### config.mk
export PLATFORM = sky130hd
export DESIGN_NAME = uart_sdram_cmd_parser
export DESIGN_NICKNAME = d
export VERILOG_FILES = /design/src/rtl/uart_sdram_cmd_parser.sv
export SDC_FILE = /design/constraint.sdc
export NUM_CORES = 1
export LEC_CHECK = 0
export CORE_MARGIN = 2
export CORE_UTILIZATION = 60
export DETAILED_ROUTE_END_ITERATION = 7
export PLACE_DENSITY = 0.83
export SYNTH_ARGS = -nofsm -noshare
export SYNTH_HDL_FRONTEND = slang
export SYNTH_SLANG_ARGS = --single-unit
### constraint.sdc
create_clock -name clk -period 4.45 [get_ports clk]
set_clock_uncertainty 0.15 [all_clocks]
set_input_delay 0.89 -clock clk [delete_from_list [all_inputs] [get_ports clk]]
set_output_delay 0.89 -clock clk [all_outputs]
set_load 0.1 [all_outputs]
### src/rtl/uart_sdram_cmd_parser.sv
// Purpose : parse framed, XOR-checksummed UART byte streams into SDRAM write/read burst requests.
// Latency : all outputs registered, 1 clk after the causing rx_done (or after sdram_busy first sampled low).
// Backpr. : sdram_busy parks a good frame in PEND; bytes arriving meanwhile are dropped and counted.
// Ports   : clk/rst (sync, active-high); rx_done/uart_data byte strobe in; sdram_busy trigger hold-off;
//           wr_trig/rd_trig + cmd_addr/cmd_len burst request; wfifo_wr_en/wfifo_data/wfifo_clr write FIFO;
//           frame_err/err_code error report (1 hdr/len, 2 csum, 3 timeout); drop_cnt saturating drop count.
module uart_sdram_cmd_parser #(
  parameter int         ADDR_BYTES  = 3,
  parameter int         ADDR_W      = 22,
  parameter int         MAX_LEN     = 16,
  parameter int         TIMEOUT_CYC = 100000,
  parameter logic [7:0] CMD_WR      = 8'h55,
  parameter logic [7:0] CMD_RD      = 8'hAA
) (
  input  logic              clk,
  input  logic              rst,
  input  logic              rx_done,
  input  logic [7:0]        uart_data,
  input  logic              sdram_busy,
  output logic              wr_trig,
  output logic              rd_trig,
  output logic [ADDR_W-1:0] cmd_addr,
  output logic [7:0]        cmd_len,
  output logic              wfifo_wr_en,
  output logic [7:0]        wfifo_data,
  output logic              wfifo_clr,
  output logic              frame_err,
  output logic [1:0]        err_code,
  output logic [7:0]        drop_cnt
);

  localparam int              TO_W      = (TIMEOUT_CYC > 1) ? $clog2(TIMEOUT_CYC) : 1;
  localparam logic [TO_W-1:0] TO_LAST   = TO_W'(TIMEOUT_CYC - 1);
  localparam logic [7:0]      MAX_LEN_B = 8'(MAX_LEN);
  localparam logic [7:0]      ADDR_LAST = 8'(ADDR_BYTES - 1);
  localparam logic [1:0]      ERR_FMT   = 2'd1;
  localparam logic [1:0]      ERR_CSUM  = 2'd2;
  localparam logic [1:0]      ERR_TO    = 2'd3;

  typedef enum logic [2:0] {
    S_IDLE, S_ADDR, S_LEN, S_DATA, S_CSUM, S_PEND
  } state_t;

  state_t state_q, state_d;

  // frame context
  logic              is_wr_q, is_wr_d;
  logic [7:0]        csum_q, csum_d;
  logic [ADDR_W-1:0] addr_q, addr_d;
  logic [7:0]        len_q, len_d;
  logic [7:0]        byte_cnt_q, byte_cnt_d;
  logic [TO_W-1:0]   to_cnt_q, to_cnt_d;
  logic              pushed_q, pushed_d;

  // registered outputs
  logic              wr_trig_q, wr_trig_d;
  logic              rd_trig_q, rd_trig_d;
  logic [ADDR_W-1:0] cmd_addr_q, cmd_addr_d;
  logic [7:0]        cmd_len_q, cmd_len_d;
  logic              wfifo_wr_en_q, wfifo_wr_en_d;
  logic [7:0]        wfifo_data_q, wfifo_data_d;
  logic              wfifo_clr_q, wfifo_clr_d;
  logic              frame_err_q, frame_err_d;
  logic [1:0]        err_code_q, err_code_d;
  logic [7:0]        drop_cnt_q, drop_cnt_d;

  // decoded per-cycle events
  logic in_frame, timeout_hit, is_hdr, len_bad, csum_ok, addr_last, data_last;

  assign in_frame    = (state_q == S_ADDR) || (state_q == S_LEN) ||
                       (state_q == S_DATA) || (state_q == S_CSUM);
  // a byte landing on the expiry cycle is processed instead of timing out
  assign timeout_hit = in_frame && !rx_done && (to_cnt_q == TO_LAST);
  assign is_hdr      = (uart_data == CMD_WR) || (uart_data == CMD_RD);
  assign len_bad     = (uart_data == 8'd0) || (uart_data > MAX_LEN_B);
  assign csum_ok     = (uart_data == csum_q);
  assign addr_last   = (byte_cnt_q == ADDR_LAST);
  assign data_last   = (byte_cnt_q == len_q - 8'd1);

  // state register
  always_ff @(posedge clk) begin
    if (rst) state_q <= S_IDLE;
    else     state_q <= state_d;
  end

  // next state
  always_comb begin
    state_d = state_q;
    if (timeout_hit) begin
      state_d = S_IDLE;
    end else begin
      case (state_q)
        S_IDLE: if (rx_done && is_hdr)    state_d = S_ADDR;
        S_ADDR: if (rx_done && addr_last) state_d = S_LEN;
        S_LEN:  if (rx_done)              state_d = len_bad ? S_IDLE : (is_wr_q ? S_DATA : S_CSUM);
        S_DATA: if (rx_done && data_last) state_d = S_CSUM;
        S_CSUM: if (rx_done)              state_d = (csum_ok && sdram_busy) ? S_PEND : S_IDLE;
        S_PEND: if (!sdram_busy)          state_d = S_IDLE;
        default:                          state_d = S_IDLE;
      endcase
    end
  end

  // datapath and output strobes
  always_comb begin
    is_wr_d       = is_wr_q;
    csum_d        = csum_q;
    addr_d        = addr_q;
    len_d         = len_q;
    byte_cnt_d    = byte_cnt_q;
    pushed_d      = pushed_q;
    to_cnt_d      = (rx_done || !in_frame) ? '0 : to_cnt_q + 1'b1;
    wr_trig_d     = 1'b0;
    rd_trig_d     = 1'b0;
    cmd_addr_d    = cmd_addr_q;
    cmd_len_d     = cmd_len_q;
    wfifo_wr_en_d = 1'b0;
    wfifo_data_d  = wfifo_data_q;
    wfifo_clr_d   = 1'b0;
    frame_err_d   = 1'b0;
    err_code_d    = err_code_q;
    drop_cnt_d    = drop_cnt_q;

    if (timeout_hit) begin
      frame_err_d = 1'b1;
      err_code_d  = ERR_TO;
      wfifo_clr_d = pushed_q;  // only flush if this frame already put bytes in the FIFO
      to_cnt_d    = '0;
    end else begin
      case (state_q)
        S_IDLE: begin
          if (rx_done) begin
            if (is_hdr) begin
              is_wr_d    = (uart_data == CMD_WR);
              csum_d     = uart_data;
              byte_cnt_d = 8'd0;
              pushed_d   = 1'b0;
            end else begin
              frame_err_d = 1'b1;
              err_code_d  = ERR_FMT;
            end
          end
        end
        S_ADDR: begin
          if (rx_done) begin
            // MSB-first shift; bytes above ADDR_W simply fall off the top
            addr_d     = ADDR_W'({addr_q, uart_data});
            csum_d     = csum_q ^ uart_data;
            byte_cnt_d = addr_last ? 8'd0 : byte_cnt_q + 8'd1;
          end
        end
        S_LEN: begin
          if (rx_done) begin
            csum_d = csum_q ^ uart_data;
            len_d  = uart_data;
            if (len_bad) begin
              frame_err_d = 1'b1;
              err_code_d  = ERR_FMT;
            end
          end
        end
        S_DATA: begin
          if (rx_done) begin
            csum_d        = csum_q ^ uart_data;
            byte_cnt_d    = byte_cnt_q + 8'd1;
            wfifo_wr_en_d = 1'b1;
            wfifo_data_d  = uart_data;
            pushed_d      = 1'b1;
          end
        end
        S_CSUM: begin
          if (rx_done) begin
            if (csum_ok) begin
              cmd_addr_d = addr_q;
              cmd_len_d  = len_q;
              if (!sdram_busy) begin
                wr_trig_d = is_wr_q;
                rd_trig_d = !is_wr_q;
              end
            end else begin
              frame_err_d = 1'b1;
              err_code_d  = ERR_CSUM;
              wfifo_clr_d = is_wr_q;
            end
          end
        end
        S_PEND: begin
          if (rx_done && (drop_cnt_q != 8'hFF)) drop_cnt_d = drop_cnt_q + 8'd1;
          if (!sdram_busy) begin
            wr_trig_d = is_wr_q;
            rd_trig_d = !is_wr_q;
          end
        end
        default: ;
      endcase
    end
  end

  always_ff @(posedge clk) begin
    if (rst) begin
      is_wr_q       <= 1'b0;
      csum_q        <= 8'd0;
      addr_q        <= '0;
      len_q         <= 8'd0;
      byte_cnt_q    <= 8'd0;
      to_cnt_q      <= '0;
      pushed_q      <= 1'b0;
      wr_trig_q     <= 1'b0;
      rd_trig_q     <= 1'b0;
      cmd_addr_q    <= '0;
      cmd_len_q     <= 8'd0;
      wfifo_wr_en_q <= 1'b0;
      wfifo_data_q  <= 8'd0;
      wfifo_clr_q   <= 1'b0;
      frame_err_q   <= 1'b0;
      err_code_q    <= 2'd0;
      drop_cnt_q    <= 8'd0;
    end else begin
      is_wr_q       <= is_wr_d;
      csum_q        <= csum_d;
      addr_q        <= addr_d;
      len_q         <= len_d;
      byte_cnt_q    <= byte_cnt_d;
      to_cnt_q      <= to_cnt_d;
      pushed_q      <= pushed_d;
      wr_trig_q     <= wr_trig_d;
      rd_trig_q     <= rd_trig_d;
      cmd_addr_q    <= cmd_addr_d;
      cmd_len_q     <= cmd_len_d;
      wfifo_wr_en_q <= wfifo_wr_en_d;
      wfifo_data_q  <= wfifo_data_d;
      wfifo_clr_q   <= wfifo_clr_d;
      frame_err_q   <= frame_err_d;
      err_code_q    <= err_code_d;
      drop_cnt_q    <= drop_cnt_d;
    end
  end

  assign wr_trig     = wr_trig_q;
  assign rd_trig     = rd_trig_q;
  assign cmd_addr    = cmd_addr_q;
  assign cmd_len     = cmd_len_q;
  assign wfifo_wr_en = wfifo_wr_en_q;
  assign wfifo_data  = wfifo_data_q;
  assign wfifo_clr   = wfifo_clr_q;
  assign frame_err   = frame_err_q;
  assign err_code    = err_code_q;
  assign drop_cnt    = drop_cnt_q;

endmodule

==> results of run 1 <==
==> tightest hold or removal path: cells and delay by family (launching register included) <==
kind            cells  cell delay (ps)
simple gates        1               50
flops               1              310
compound gates      1               50
==> cell usage after synthesis (all sizes together), types with 6 or more instances <==
cell type  number  area (µm²)
nor2           72         270
nor2b           6        37.5
nand4          11        68.8
inv             8        30.0
nand2         149         559
mux2i           8        80.1
a22oi           8        60.1
nand3          23         115
dfxtp         121        2420
o21ai          23         115
clkbuf         38         143
buf             8        52.6
a21oi          75         375
and3            7        48.8
xor2           15         131
nor3           12        65.1
xnor2          30         263
==> power groups by stage <==
stage / logic, mW / clock network, mW / registers [mW]
after detailed placement: 0.0845 / 0 / 1.11
final: 0.0875 / 1.41 / 1.09
after floorplan: 0.0451 / 0 / 1.13
after global placement: 0.0819 / 0 / 1.11
after CTS: 0.0851 / 1.42 / 1.09
after global routing: 0.0913 / 1.47 / 1.09
==> cell families after synthesis <==
group	count (synthesis)	share of synthesized area, %
compound gates	134	14.8
xor+xnor	45	7.26
fa+ha+maj	5	1.15
buf+inv	54	4.15
flops	121	44.6
mux	8	1.48
simple gates	316	26.5
==> per-stage QoR <==
| stage | instances | hold WS, ps | area (µm²) |
|---|---|---|---|
| floorplan | 683 | 276 | 5430 |
| global placement | 817 | 288 | 6060 |
| detailed placement | 817 | 296 | 6060 |
| CTS | 849 | 301 | 6680 |
| global route | 849 | 322 | 6680 |
| finish | 849 | 299 | 6680 |
==> sequential cells by signal, indices dropped and copies added (netlist names), 2 cells and up <==
| register | count |
|---|---|
| addr_q | 22 |
| to_cnt_q | 17 |
| drop_cnt | 8 |
| cmd_addr | 22 |
| cmd_len | 8 |
| wfifo_data | 8 |
| csum_q | 8 |
| state_q | 3 |
| len_q | 8 |
| byte_cnt_q | 8 |
| err_code | 2 |
==> cell type report <==
cell class | count | area, µm²
inverters | 8 | 30.0
flip-flops and latches | 121 | 2420
clock inverters | 12 | 161
repair buffers | 72 | 696
fillers | 649 | 2090
multi-input cells | 508 | 2780
well taps | 108 | 135
clock buffers | 20 | 455
==> layer usage <==
layer,up-vias,GRT usage [%],part of all wire (%),wire [µm]
met5,-,0,0,0
met4,0,8.54,1.9,253
met2,197,47.8,50,6720
met3,38,5.83,6.3,845
met1,2349,35.4,42,5670
li1,2420,-,-,-
==> worst max-delay path by stage <==
stage / start / to / cells past startpoint
after floorplan: uart_data[5] / err_code[0]$_SDFFE_PP0P_ / 7
after global placement: uart_data[1] / cmd_len[7]$_SDFFE_PP0P_ / 9
after detailed placement: uart_data[1] / cmd_len[3]$_SDFFE_PP0P_ / 9
after CTS: drop_cnt[2]$_SDFFE_PP0P_ / drop_cnt[2] / 1
after global routing: uart_data[1] / wr_trig$_SDFF_PP0_ / 7
final: drop_cnt[2]$_SDFFE_PP0P_ / drop_cnt[2] / 1
==> key figures, run 1 <==
Drt
  • Number of vias in the routed layout: 5004
  • Wirelength, routed: 13500 µm
  • Detailed-route wire length per cell: 15.9 µm
  • Average vias per placed instance: 5.89
  • Post-route DRC: 0
  • Number of DRC markers in iteration 0: 358
  • Residual antenna-violating net count after detailed routing: 0
  • Pre-Repair DR Iteration Count: 5

Pwr
  • Static leakage: 2.19 nW
  • Combinational Power Share: 3.4%
  • Design internal power: 2.02 mW
  • Power per standard cell area: 388 nW/µm²
  • Clock power frac: 54.5%
  • Worst ir drop on vdd: 0.279 mV
  • Power dissipated by switching net loads: 0.574 mW
  • Pwr Total: about 2.6 mW
  • Reg power frac: 42.1%
  • Switching fraction of total power: 22.2%

STA
  • Final max-slew violation count: 0
  • Final critical-path share of the clock period: 71.0%
  • Peak clock frequency supported by timing: between 0.3 and 0.4 GHz
  • Final critical path time including I/O delays and setup: 3160 ps
  • Rel. slew slack: 33.4%
  • Setup slack after layout: 1290 ps
  • RSZ-0062 raised after global routing: false
  • Final-report setup violation count: 0
  • Final hold violation count: 0
  • Tightest Pin Transition: 995 ps
  • Setup TNS: 0 ps

Floorplanning
  • Total Die Area: 9820 µm²
  • Rows: 34
  • Effective utilization at floorplan: 61.9%
  • Die Y-Extent: 99.1 µm
  • Std-Cell Core Area: 8760 µm²
  • Num ports: 65
  • Die boundary width: 99.1 µm

Synthesis
  • Main synth FF type: dfxtp_1
  • Post-synth net total: 700
  • Synth cell types: 57
  • Count of flip-flops with a built-in enable after synthesis: 0
  • Post-synthesis instance area: 5430 µm²
  • Avg Inst Size Synth: 7.94 µm²
  • Post-Syn Instances: about 700
  • Sequential cell area fraction in the yosys report: 44.6%
  • Post-synthesis register bit count: roughly 120
  • Post-synth ARST share: 0%
  • Warning count from the yosys run: 0

Layout
  • Relative area change from synthesis to final layout: 23.1%
  • Most frequent standard cell in the layout excluding fill and tap cells: nand2_1
  • Most used cells in the layout excluding fill and tap cells: nand2_1, dfxtp_1, a21oi_1
  • Fraction of the core area covered by cells at the end of the flow: approximately 76%
  • Layout cell share with drive strength beyond 1: under 10%
  • Antenna diodes: 0
  • Final nets: 745

Clock tree
  • Gates resized, CTS repair: 0
  • Clock latency reported for the late side of the worst-skew pair: 520 ps
  • Count of buffers added by post-CTS timing repair for setup: 0
  • Deepest level of the CTS H-tree: 4
  • TritonCTS sink count: 121
  • Clock transition at the registers of the reported paths: 60 ps
  • Total of hold buffers inserted after clock tree synthesis: 0
  • Number of buffers inserted during clock tree synthesis: 17
  • CTS tree: yes
  • Cell at the root of the clock tree: clkbuf_8
  • Clk buf depth: 2

Worst setup path
  • Critical path peak fanout: 5
  • Worst-path cell with the longest stage delay: clkdlybuf4s50_1
  • Setup slack of the most critical reg-to-reg path: around 1700 ps
  • Ordered list of cells on the worst path: clkdlybuf4s50_1
  • Largest stage delay on the critical path: roughly 1200 ps
  • Data arrival time at the worst-slack endpoint: 2120 ps
  • Startpoint of the worst register-to-register path: len_q[0]$_SDFFE_PP0P_
  • Delay-heaviest family, CP: buffers and inverters
  • Buffer and inverter count on the worst path: 1
  • Data required time of the critical path: 3410 ps
  • Reg2Reg Depth: 8
  • CP startpoint kind: flop
  • Nature of the critical path endpoint: output port
  • Endpoint of the worst-slack reg-to-reg timing path: state_q[0]$_SDFFE_PP0P_
  • Critical path class: reg2out

Placement
  • Worst slack at placement: 912 ps
  • Gp weighted congestion: 0.929
  • Count of input and output buffers: 64
  • DP HPWL: 8880 µm

GRT
  • Vias in the first global route: 4618
  • Sum of overflow across all layers after global routing: 0
  • Wire length of the first global-routing pass: 22000 µm
  • Overall global routing resource usage: 27.8%
  • Pin count of the biggest net entering global routing: 45
  • Number of antenna violations at the first check in global routing: 0

Worst hold path
  • Hold depth: 2
  • Worst min-delay path category: reg2reg
  • Hold Path Sink: cmd_addr[20]$_SDFFE_PP0P_
  • Hold Startpoint: addr_q[20]$_SDFFE_PP0P_

Flow run
  • Number of maximum-capacitance violations: 0

Status
  • Status: completed
Power figures use the tool's default switching activity.
==> inputs of run 2 (changes only) <==
CORE_UTILIZATION = 56   (was 60)
PLACE_DENSITY = 0.78   (was 0.83)
clock period = 3.3 ns   (was 4.45 ns; I/O delays follow)
==> run 2 against run 1 <==
Compared with the run above:
- worst hold slack improved by 6.5 ps
- via count increased by 0.20%
- critical path type is now reg2reg
- critical endpoint is now state_q[0]$_SDFFE_PP0P_
- largest power group unchanged
- wire length increased by 0.64%
==> key figures, run 2 (same netlist as run 1, synthesis figures left out) <==
Status
  • Status: completed

Placement
  • DP HPWL: 9430 µm
  • Gp weighted congestion: 0.964
  • Total placed cells including tap cells: 848
  • Count of input and output buffers: 64

Worst setup path
  • Nature of the critical path endpoint: flop
  • Critical path peak fanout: 8
  • Data arrival time at the worst-slack endpoint: 3140 ps
  • Data required time of the critical path: between 3000 and 4000 ps
  • Critical path class: reg2reg
  • CP startpoint kind: flop

Layout
  • Final nets: roughly 760
  • Most frequent standard cell in the layout excluding fill and tap cells: nand2_1
  • Fraction of the core area covered by cells at the end of the flow: between 70% and 80%
  • Most used cells in the layout excluding fill and tap cells: nand2_1, dfxtp_1, a21oi_1
  • Final cell count without fillers: slightly below 900
  • Layout cell share with drive strength beyond 1: 15.3%
  • Antenna diodes: 0
  • Relative area change from synthesis to final layout: 22.9%

Floorplanning
  • Num ports: 65
  • Total Die Area: 10500 µm²
  • Rows: 35
  • Die boundary width: 102 µm
  • Die Y-Extent: between 100 and 150 µm
  • Std-Cell Core Area: slightly above 9000 µm²
  • Effective utilization at floorplan: 58.2%

Clock tree
  • Number of buffers inserted during clock tree synthesis: 17
  • Clock latency reported for the late side of the worst-skew pair: 520 ps
  • Total of hold buffers inserted after clock tree synthesis: 0
  • Cell at the root of the clock tree: clkbuf_8
  • Clock transition at the registers of the reported paths: 60 ps
  • Clk buf depth: 2
  • CTS tree: yes
  • Gates resized, CTS repair: 0
  • Deepest level of the CTS H-tree: 4
  • TritonCTS sink count: 121
  • Count of buffers added by post-CTS timing repair for setup: 0

STA
  • Peak clock frequency supported by timing: about 0.35 GHz
  • Tightest Pin Transition: 736 ps
  • Final max-slew violation count: 0
  • Final hold violation count: 0
  • Setup TNS: 0 ps
  • Rel. slew slack: approximately 51%
  • WHS: 306 ps
  • Final critical path time including I/O delays and setup: 2880 ps
  • RSZ-0062 raised after global routing: false
  • Final-report setup violation count: 0
  • Final critical-path share of the clock period: slightly below 90%

Drt
  • Post-route DRC: 0
  • Number of DRC markers in iteration 0: between 300 and 400
  • Wirelength, routed: 13600 µm
  • Number of vias in the routed layout: 5014
  • Pre-Repair DR Iteration Count: 4
  • Residual antenna-violating net count after detailed routing: 0
  • Detailed-route wire length per cell: 15.4 µm
  • Average vias per placed instance: 5.70

GRT
  • Overall global routing resource usage: 27.0%
  • Met1 Use GR: 35.6%
  • Vias in the first global route: 4618
  • Met2 capacity usage during global routing: 42.7%
  • Met3 layer usage reported by global route: ~6.6%
  • Wire length of the first global-routing pass: 22000 µm
  • Number of antenna violations at the first check in global routing: 0
  • Pin count of the biggest net entering global routing: 69
  • Most Crowded Layer GR: met2
  • Sum of overflow across all layers after global routing: 0

Pwr
  • Static leakage: 2.36 nW
  • Pwr Total: 3.55 mW
  • Power per standard cell area: 532 nW/µm²
  • Worst ir drop on vdd: approximately 0.39 mV

Flow run
  • Number of maximum-capacitance violations: 0

Worst hold path
  • Worst min-delay path category: reg2reg
## run 2: cell types whose count changed in the layout (fill, tap and decap cells not counted)
cell,before,now
buf_12,0,1
buf_4,8,70
bufinv_16,3,4
clkbuf_8,4,1
clkdlybuf4s50_1,63,10
clkinv_4,1,2
clkinvlp_4,3,1
inv_6,4,7
## run 2: layout make-up
type                            instances  area [µm²]
Fill cell                             780        2660
Inverter                                8        30.0
Clock inverter                         15         211
Clock buffer                           17         414
Timing Repair Buffer                   82         651
Multi-Input combinational cell        508        2780
Tap cell                              129         161
Sequential cell                       121        2420
## run 2: worst paths after layout
path,from,endpoint,slack [ps],depth (start not counted)
min,cmd_addr[11]$_SDFFE_PP0P_,cmd_addr[11]$_SDFFE_PP0P_,310,2
min reg2reg,cmd_addr[11]$_SDFFE_PP0P_,cmd_addr[11]$_SDFFE_PP0P_,310,2
max reg2reg,len_q[0]$_SDFFE_PP0P_,state_q[0]$_SDFFE_PP0P_,420,8
max,len_q[0]$_SDFFE_PP0P_,state_q[0]$_SDFFE_PP0P_,420,8
## run 2: metrics by stage
stage / setup WS [ps] / area, µm²
after floorplan: 742 / 5430
after global placement: 310 / 6040
after detailed placement: 250 / 6040
after CTS: 409 / 6670
after global routing: 240 / 6670
final: 417 / 6670
## run 2: critical path, cell delays in order (launching register included)
cell	delay, ps
dfxtp_1	510
inv_1	110
ha_1	310
nor2b_1	170
or3_1	340
a31o_2	240
a211oi_1	490
nor2_1	130
o31a_1	320
## run 2: power by group
part	leakage, nW	switching, mW	internal [mW]
clock	0.305	0.714	1.24
combinational	1.08	0.0820	0.0391
sequential	0.975	0.00452	1.47
total	2.36	0.801	2.75
## run 2: per-layer routing
layer  part of all wire (%)  up-vias
met2                     46      197
met3                    6.2       34
met1                     45     2338
met4                    3.2        0
li1                       -     2445
met5                      0        -
